## config.mk

```make
export PLATFORM = sky130hd
export DESIGN_NAME = div_unit
export DESIGN_NICKNAME = d
export VERILOG_FILES = /design/src/rtl/div_unit.sv
export SDC_FILE = /design/constraint.sdc
export NUM_CORES = 1
export LEC_CHECK = 0
export CAP_MARGIN = 20
export CORE_UTILIZATION = 52
export CTS_CLUSTER_DIAMETER = 30
export CTS_CLUSTER_SIZE = 30
export DETAILED_ROUTE_END_ITERATION = 16
export PLACE_DENSITY_LB_ADDON = 0.25
export SETUP_SLACK_MARGIN = 0.15
export SLEW_MARGIN = 20
export SYNTH_ARGS = -nofsm -noshare
export SYNTH_HDL_FRONTEND = slang
export SYNTH_SLANG_ARGS = --single-unit
```

## constraint.sdc

```tcl
create_clock -name clk -period 3.1 [get_ports clk]
set_clock_uncertainty 0.05 [all_clocks]
set_input_delay 0.62 -clock clk [delete_from_list [all_inputs] [get_ports clk]]
set_output_delay 0.62 -clock clk [all_outputs]
set_load 0.02 [all_outputs]
```

## src/rtl/div_unit.sv

```systemverilog
// Iterative radix-2 restoring divider for MIPS DIV/DIVU: one quotient bit per cycle,
// sign fix-up in a final cycle, combinational busy so the pipeline freezes in the start cycle.
//
// state  | meaning
// -------+-----------------------------------------------------------
// S_IDLE | waiting for i_start; results from the last division held
// S_CALC | WIDTH shift/trial-subtract steps on |dividend| / |divisor|
// S_FIX  | apply signs or divide-by-zero values, register results
module div_unit #(
  parameter int WIDTH = 32
) (
  input  logic             clk,
  input  logic             resetn,
  input  logic             i_start,
  input  logic             i_signed,
  input  logic [WIDTH-1:0] i_dividend,
  input  logic [WIDTH-1:0] i_divisor,
  input  logic             i_cancel,
  output logic             o_busy,
  output logic             o_done,
  output logic [WIDTH-1:0] o_quotient,
  output logic [WIDTH-1:0] o_remainder,
  output logic             o_div_by_zero
);

  localparam int CW = $clog2(WIDTH);

  typedef enum logic [1:0] {S_IDLE, S_CALC, S_FIX} state_t;

  state_t           state_q, state_d;
  logic [CW-1:0]    cnt_q, cnt_d;
  logic [WIDTH:0]   rem_q, rem_d;
  logic [WIDTH-1:0] quo_q, quo_d;
  logic [WIDTH-1:0] dvsr_q, dvsr_d;
  logic [WIDTH-1:0] dvnd_q, dvnd_d;
  logic             neg_quo_q, neg_quo_d;
  logic             neg_rem_q, neg_rem_d;
  logic             dz_q, dz_d;
  logic             done_q, done_d;
  logic [WIDTH-1:0] quot_q, quot_d;
  logic [WIDTH-1:0] rmdr_q, rmdr_d;
  logic             dbz_q, dbz_d;

  logic [WIDTH+1:0] shifted;
  logic [WIDTH+1:0] diff;
  logic [WIDTH-1:0] abs_dvnd;
  logic [WIDTH-1:0] abs_dvsr;

  always_comb begin
    state_d   = state_q;
    cnt_d     = cnt_q;
    rem_d     = rem_q;
    quo_d     = quo_q;
    dvsr_d    = dvsr_q;
    dvnd_d    = dvnd_q;
    neg_quo_d = neg_quo_q;
    neg_rem_d = neg_rem_q;
    dz_d      = dz_q;
    done_d    = 1'b0;
    quot_d    = quot_q;
    rmdr_d    = rmdr_q;
    dbz_d     = dbz_q;

    // Magnitudes stay unsigned, so |-2^(WIDTH-1)| is exact.
    abs_dvnd = (i_signed && i_dividend[WIDTH-1]) ? -i_dividend : i_dividend;
    abs_dvsr = (i_signed && i_divisor[WIDTH-1])  ? -i_divisor  : i_divisor;
    shifted  = {rem_q, quo_q[WIDTH-1]};
    diff     = shifted - {2'b00, dvsr_q};

    case (state_q)
      S_IDLE: begin
        if (i_start && !i_cancel) begin
          state_d   = S_CALC;
          cnt_d     = '0;
          rem_d     = '0;
          quo_d     = abs_dvnd;
          dvsr_d    = abs_dvsr;
          dvnd_d    = i_dividend;
          neg_quo_d = i_signed && (i_dividend[WIDTH-1] ^ i_divisor[WIDTH-1]);
          neg_rem_d = i_signed && i_dividend[WIDTH-1];
          dz_d      = (i_divisor == '0);
        end
      end
      S_CALC: begin
        if (i_cancel) begin
          state_d = S_IDLE;
          cnt_d   = '0;
        end else begin
          if (!diff[WIDTH+1]) begin
            rem_d = diff[WIDTH:0];
            quo_d = {quo_q[WIDTH-2:0], 1'b1};
          end else begin
            rem_d = shifted[WIDTH:0];
            quo_d = {quo_q[WIDTH-2:0], 1'b0};
          end
          cnt_d = cnt_q + CW'(1);
          if (cnt_q == CW'(WIDTH-1)) begin
            state_d = S_FIX;
            cnt_d   = '0;
          end
        end
      end
      S_FIX: begin
        state_d = S_IDLE;
        if (!i_cancel) begin
          done_d = 1'b1;
          dbz_d  = dz_q;
          if (dz_q) begin
            quot_d = '1;
            rmdr_d = dvnd_q;
          end else begin
            quot_d = neg_quo_q ? -quo_q : quo_q;
            rmdr_d = neg_rem_q ? -rem_q[WIDTH-1:0] : rem_q[WIDTH-1:0];
          end
        end
      end
      default: state_d = S_IDLE;
    endcase
  end

  always_ff @(posedge clk or negedge resetn) begin
    if (!resetn) begin
      state_q   <= S_IDLE;
      cnt_q     <= '0;
      rem_q     <= '0;
      quo_q     <= '0;
      dvsr_q    <= '0;
      dvnd_q    <= '0;
      neg_quo_q <= 1'b0;
      neg_rem_q <= 1'b0;
      dz_q      <= 1'b0;
      done_q    <= 1'b0;
      quot_q    <= '0;
      rmdr_q    <= '0;
      dbz_q     <= 1'b0;
    end else begin
      state_q   <= state_d;
      cnt_q     <= cnt_d;
      rem_q     <= rem_d;
      quo_q     <= quo_d;
      dvsr_q    <= dvsr_d;
      dvnd_q    <= dvnd_d;
      neg_quo_q <= neg_quo_d;
      neg_rem_q <= neg_rem_d;
      dz_q      <= dz_d;
      done_q    <= done_d;
      quot_q    <= quot_d;
      rmdr_q    <= rmdr_d;
      dbz_q     <= dbz_d;
    end
  end

  assign o_busy        = ((state_q == S_IDLE) && i_start && !i_cancel) || (state_q != S_IDLE);
  assign o_done        = done_q;
  assign o_quotient    = quot_q;
  assign o_remainder   = rmdr_q;
  assign o_div_by_zero = dbz_q;

endmodule

```

==> results_dict.tcl, run 1 <==
set metrics [dict create \
    outcome "finished, final reports clean" \
    hold_violations 0 \
    met2_track_usage_gr_pct 49.27 \
    grt_use_total_pct 28.95 \
    drive_gt1_share_pct 17.56 \
    netlist_top_cells_area "dfrtp_1, nand2_1, o21ai_0, xor2_1, a21oi_1" \
    design.final.nets 1904 \
    yosysWarnings 0 \
    clkSlewWorstSetupHoldPaths_ns 0.05 \
    port-buffer-count 135 \
    yosys-top-cells-count "nand2_1, dfrtp_1, o21ai_0" \
    first_pass_grt_wire_length_um 57410 \
    placement_rows 56 \
    timing.critical_path.slowest_cell_delay_ns 0.45 \
    cap_violations 0 \
    synth.avg_cell_area_um2 8.181 \
    detail_route_antenna_nets 0 \
    met3_usage_pct 4.736 \
    worst-endpoint-required_ns 3.46 \
    core_area_um2 23680 \
    cts_buffers 46 \
    residual_overflow_from_global_routing 0 \
    die-width_um 158.2 \
    timing.hold.ws_ns 0.004929 \
    path_max_fanout 4 \
    initial_cell_density_of_the_core_pct 53.55 \
    design.portCount 136 \
    layout_min_cycle_time_ns 3.030 \
    area_growth_pct 37.14 \
    static-leakage-power_nw 7.815 \
    netlist.top_cell.by_area "dfrtp_1" \
    initialDrtViolationCount 788 \
    synth.most_common_cell "nand2_1" \
    tritoncts_num_sinks 205 \
    floorplan.die.height_um 158.2 \
    netlist_instances 1550 \
    place.detailed.hpwl_um 24280 \
    critical_path.cell_chain "or3_4 -> or4_4 -> buf_4 -> or3_4 -> or4_4 -> o21ai_2 -> xor2_1 -> nor2_1 -> a21oi_1 -> o21ai_1" \
    asyncSetResetFlopFracSynth_pct 100.0 \
    clock-root-buffer "clkbuf_16" \
    worst-setup-path-type "reg -> reg" \
    hold_path_class "in -> async" \
    critical-path-slowest-cell "or4_4" \
    grt_start_max_net_pins 79 \
    ys_ff_latch 205 \
    routed-via-count 12139 \
    max_clock_freq_ghz 0.3301 \
    synth.cell_area_um2 12680 \
    drt-pass1-iter-count 6 \
    remaining_drc_errors 0 \
    globalRouteMet1Util_pct 36.35 \
    antenna_found_initial 1 \
    vias_per_cell 5.636 \
    vdd_ir_drop_max_uv 494.8 \
    tritoncts "built" \
    unrepaired_setup_endpoints_after_global_routing "true" \
    synth_fp_nets 1658 \
    worst_skew_pair.late_latency_ns 0.54 \
    cts_buffer_depth 3 \
    grt_pass1_vias 11662 \
    synth_sequential_area_ratio_pct 40.45 \
    gp_congestion 0.8827 \
    detail_route.wl_per_cell_um 16.65 \
    worstSetupEndpointType "flop" \
    fin_tns_setup_ns 0 \
    power_per_cell_area_nw_per_um2 888.4 \
    setup-violations-final 0 \
    final_min_period_over_clock_period_pct 97.73 \
    detail_route.wirelength_um 35870 \
    synthDistinctLibCells 62 \
    die_area_um2 25010 \
    grt_most_used_layer "met2" \
    cts_hold_buffers 0 \
    final-max-slew-violation-count 0 \
    timing.max_slew.rel_slack_pct 37.06 \
    max_slew.worst_pin.slew_ns 0.9441 \
    cp.arrival_ns 3.39 \
    htree_levels 2 \
    synth_largest_type_area_fraction_pct 40.45 \
    timing.critical_path.from_type "flop" \
    number_of_enable_flip_flop_cells_after_synthesis 0 \
    synth-main-ff-cell "dfrtp_1" \
]
[cell families after synthesis]
group                      count (synthesis)  synth area share, %
buffers and inverters                    137                4.183
AOI/OAI and AO/OA                        435                19.64
adders and majority gates                 39                3.907
and+or+nand+nor                          561                19.60
xor gates and xnor gates                 146                10.08
muxes                                     27                2.141
DFF                                      205                40.45
[stage by stage]
stage	utilization [%]	total power, W	cell area, um^2	worst slack (ns)	instances
final	73.43	0.01545	17390	0.07034	2154
after global routing	73.42	0.01625	17390	-0.06272	2153
after CTS	71.87	0.01477	17020	0.04224	2144
after detailed placement	63.87	0.009186	15130	-0.2868	2042
after global placement	63.87	0.009059	15130	-0.2101	2042
after floorplan	-	0.007342	12690	0.1615	1550
[repair_timing]
| item | in CTS | in global routing |
|---|---|---|
| setup buffers | 14 | 8 |
| gates cloned | 2 | 1 |
| gates resized for setup | 32 | 89 |
| endpoints found under the setup margin | 42 | 50 |
| pin swaps | 12 | 40 |
[cell usage in the layout (no fill, tap or decap), drive strengths merged, types with 4 or more instances in the layout]
cell,count
a211oi,4
a21o,9
a21oi,142
a31oi,4
a32oi,6
and2,9
buf,147
clkbuf,58
clkdlybuf4s50,131
clkinv,20
clkinvlp,5
dfrtp,205
ha,38
inv,54
mux2i,26
nand2,281
nand2b,11
nand3,22
nand4,11
nor2,139
nor2b,9
nor3,15
nor4,17
o211ai,4
o21a,9
o21ai,188
o21bai,7
o31ai,30
o41ai,11
or3,20
or4,13
xnor2,50
xor2,96
[flip-flops by register name (all words and copies together), names as in the netlist]
name           flops
rem_q             33
dvnd_q            32
dvsr_q            32
o_quotient        32
o_remainder       32
quo_q             32
cnt_q              5
state_q            2
dz_q               1
neg_quo_q          1
neg_rem_q          1
o_div_by_zero      1
o_done             1
[report_power, final]
group | internal (W) | switching [W] | total, W
Sequential | 0.00313 | 0.000545 | 0.00368
Combinational | 0.00337 | 0.00362 | 0.00699
Clock | 0.00317 | 0.00161 | 0.00478
Total | 0.00967 | 0.00578 | 0.0154
[path summary, 6_finish.rpt]
kind,from,end,slack [ns],depth (start not counted)
setup reg to reg,rem_q[9],o_remainder[30],0.07,10
max in group asynchronous,resetn,dz_q,2.14,2
hold / removal,resetn,o_quotient[5],0.005,1
hold reg to reg,o_quotient[0],o_quotient[0],0.42,2
setup / recovery,rem_q[9],o_remainder[30],0.07,10
min in group clk,o_quotient[0],o_quotient[0],0.42,2
[per-layer routing]
metal  up-vias  wire length [um]
li1       5886                 -
met4         0              1245
met5         -                 0
met3        98              2084
met1      5740             14890
met2       415             17650
[critical path: cells and delay by family (launching register included)]
family | cells | cell delay [ns]
buffers and inverters | 1 | 0.15
AOI/OAI and AO/OA | 3 | 0.41
xor gates and xnor gates | 1 | 0.16
DFF | 1 | 0.43
and+or+nand+nor | 5 | 1.72
[area by class of cell]
type                            count  area [um^2]
Tap cell                          319        399.1
Clock inverter                     30        282.8
Antenna cell                        1        2.502
Multi-Input combinational cell   1208         7475
Clock buffer                       56         1270
Timing Repair Buffer              283         2629
Sequential cell                   205         5137
Inverter                           52        195.2
Fill cell                        1776         6292
No activity file was read; power rests on OpenSTA's default activity.
==> run 2: changes to the inputs <==
Settings changed: GPL_TIMING_DRIVEN set to 0.
==> results_dict.tcl, run 2 (same netlist as run 1, synthesis figures left out) <==
set metrics [dict create \
    grt_start_max_net_pins 84 \
    core_area_um2 23680 \
    residual_overflow_from_global_routing 0 \
    tritoncts "built" \
    timing.critical_path.slowest_cell_delay_ns 0.49 \
    cell_area_reported_after_detailed_placement_um2 14500 \
    max_clock_freq_ghz 0.3286 \
    routed-via-count 11888 \
    critical_path.cell_chain "or3_4 -> or4_4 -> or3_4 -> or4_4 -> o31ai_4 -> xor2_2 -> nor2_2 -> a21oi_2 -> o21ai_1" \
    initial_cell_density_of_the_core_pct 53.55 \
    tritoncts_num_sinks 205 \
    clkSlewWorstSetupHoldPaths_ns 0.05 \
    final-max-slew-violation-count 0 \
    area_growth_pct 33.52 \
    setup_ws_final_ns 0.05710 \
    floorplan.die.height_um 158.2 \
    place.detailed.hpwl_um 27540 \
    static-leakage-power_nw 7.365 \
    cts_buffer_depth 3 \
    grt_use_total_pct 30.47 \
    design_area_um2 16930 \
    detail_route.wirelength_um 37270 \
    die_area_um2 25010 \
    power_per_cell_area_nw_per_um2 877.9 \
    die-width_um 158.2 \
    worst_skew_pair.late_latency_ns 0.53 \
    hold_crit_start "dvnd_q[27]" \
    cap_violations 0 \
    antennaDiodeCount 0 \
    detail_route.wl_per_cell_um 17.60 \
    critical-path-slowest-cell "or4_4" \
    mostFrequentLayoutCell "nand2_1" \
    vdd_ir_drop_max_uv 466.1 \
    largest-register "rem_q" \
    place_ws_ns -0.8965 \
    design.final.nets 1876 \
    max_slew.worst_pin.slew_ns 0.8567 \
    antenna_found_initial 0 \
    timing.hold.ws_ns 0.4256 \
    design.portCount 136 \
    final_min_period_over_clock_period_pct 98.16 \
    detail_route_antenna_nets 0 \
    placement_rows 56 \
    fin_tns_setup_ns 0 \
    remaining_drc_errors 0 \
    port-buffer-count 135 \
    drive_gt1_share_pct 12.46 \
    drt-pass1-iter-count 5 \
    first_pass_grt_wire_length_um 59040 \
    gp_congestion 0.8971 \
    clock-root-buffer "clkbuf_16" \
    sequential_cell_area_um2 5149 \
    path_max_fanout 4 \
    worst_setup_path_startpoint "rem_q[9]" \
    outcome "finished, final reports clean" \
    timing.critical_path.from_type "flop" \
    hold_path_class "reg -> reg" \
    most-common-layout-cells "nand2_1, dfrtp_1, o21ai_0, nor2_1, a21oi_1" \
    timing.max_slew.rel_slack_pct 41.41 \
    worst-setup-path-type "reg -> reg" \
    cp.arrival_ns 3.38 \
    multiInputGateArea_um2 7541 \
    rr_startpoint "rem_q[9]" \
    setup-violations-final 0 \
    unrepaired_setup_endpoints_after_global_routing "true" \
    vias_per_cell 5.615 \
    worstSetupEndpointType "flop" \
    cts_buffers 40 \
    initialDrtViolationCount 794 \
    layout_min_cycle_time_ns 3.043 \
    largest_register_ffs 33 \
    grt_pass1_vias 11644 \
    worst-endpoint-required_ns 3.44 \
    fillerInstances 1851 \
    htree_levels 2 \
    hold_violations 0 \
]
[run 2: cell types whose count changed in the layout (fill, tap and decap cells not counted), sizes merged]
cell,before,now
buf,147,54
clkbuf,58,120
clkinv,20,7
bufinv,3,9
clkdlybuf4s50,131,133
dlymetal6s2s,3,1
clkinvlp,5,6
diode,1,0
dlygate4sd3,0,1
[run 2: timing repair]
action | CTS | global route
hold buffers | 1 | 0
setup endpoints to repair | 52 | 54
pin swaps | 29 | 27
endpoints found under the hold margin | 52 | 0
gates cloned | 0 | 1
gates resized for setup | 90 | 79
buffers inserted | 20 | 17
[run 2: per-stage QoR]
step,std cells,util [%],total power (W)
final,2117,71.49,0.01486
after floorplan,1550,-,0.007342
after global routing,2117,71.49,0.01569
after detailed placement,2006,61.22,0.008677
after CTS,2099,69.71,0.01419
after global placement,2004,60.97,0.008585
[run 2: power by group]
part | switching [W] | total, W | internal (W) | leakage (nW)
clock network | 0.00146 | 0.00468 | 0.00322 | 0.700
logic | 0.00340 | 0.00644 | 0.00304 | 4.00
registers | 0.000600 | 0.00374 | 0.00314 | 2.66
total | 0.00546 | 0.0149 | 0.00940 | 7.36
[run 2: worst max-delay path: cells and delay by family, from the launching register on]
family	cells	cell delay, ns
AOI/OAI and AO/OA	3	0.41
and+or+nand+nor	5	1.79
xor gates and xnor gates	1	0.26
DFF	1	0.40
[run 2: final timing paths]
path | cells after the start | endpoint | slack [ns]
max | 9 | o_remainder[31] | 0.06
min | 2 | dvnd_q[27] | 0.43
max reg2reg | 9 | o_remainder[31] | 0.06
min reg2reg | 2 | dvnd_q[27] | 0.43
max in group asynchronous | 4 | rem_q[9] | 1.35
min in group asynchronous | 2 | o_quotient[6] | 0.53
[run 2: routing by layer]
metal,routed length [um],GRT usage [%]
met5,0,0
met4,1564,14.88
met3,2120,5.092
met2,18890,53.99
met1,14690,35.57
[run 2: final cells by class]
cell class	count	share of cell area [%]
Buffer	85	2.498
Clock buffer	48	6.326
Clock inverter	24	2.350
Inverter	52	1.153
Multi-Input combinational cell	1208	44.54
Sequential cell	205	30.41
Tap cell	319	2.357
Timing Repair Buffer	176	10.37
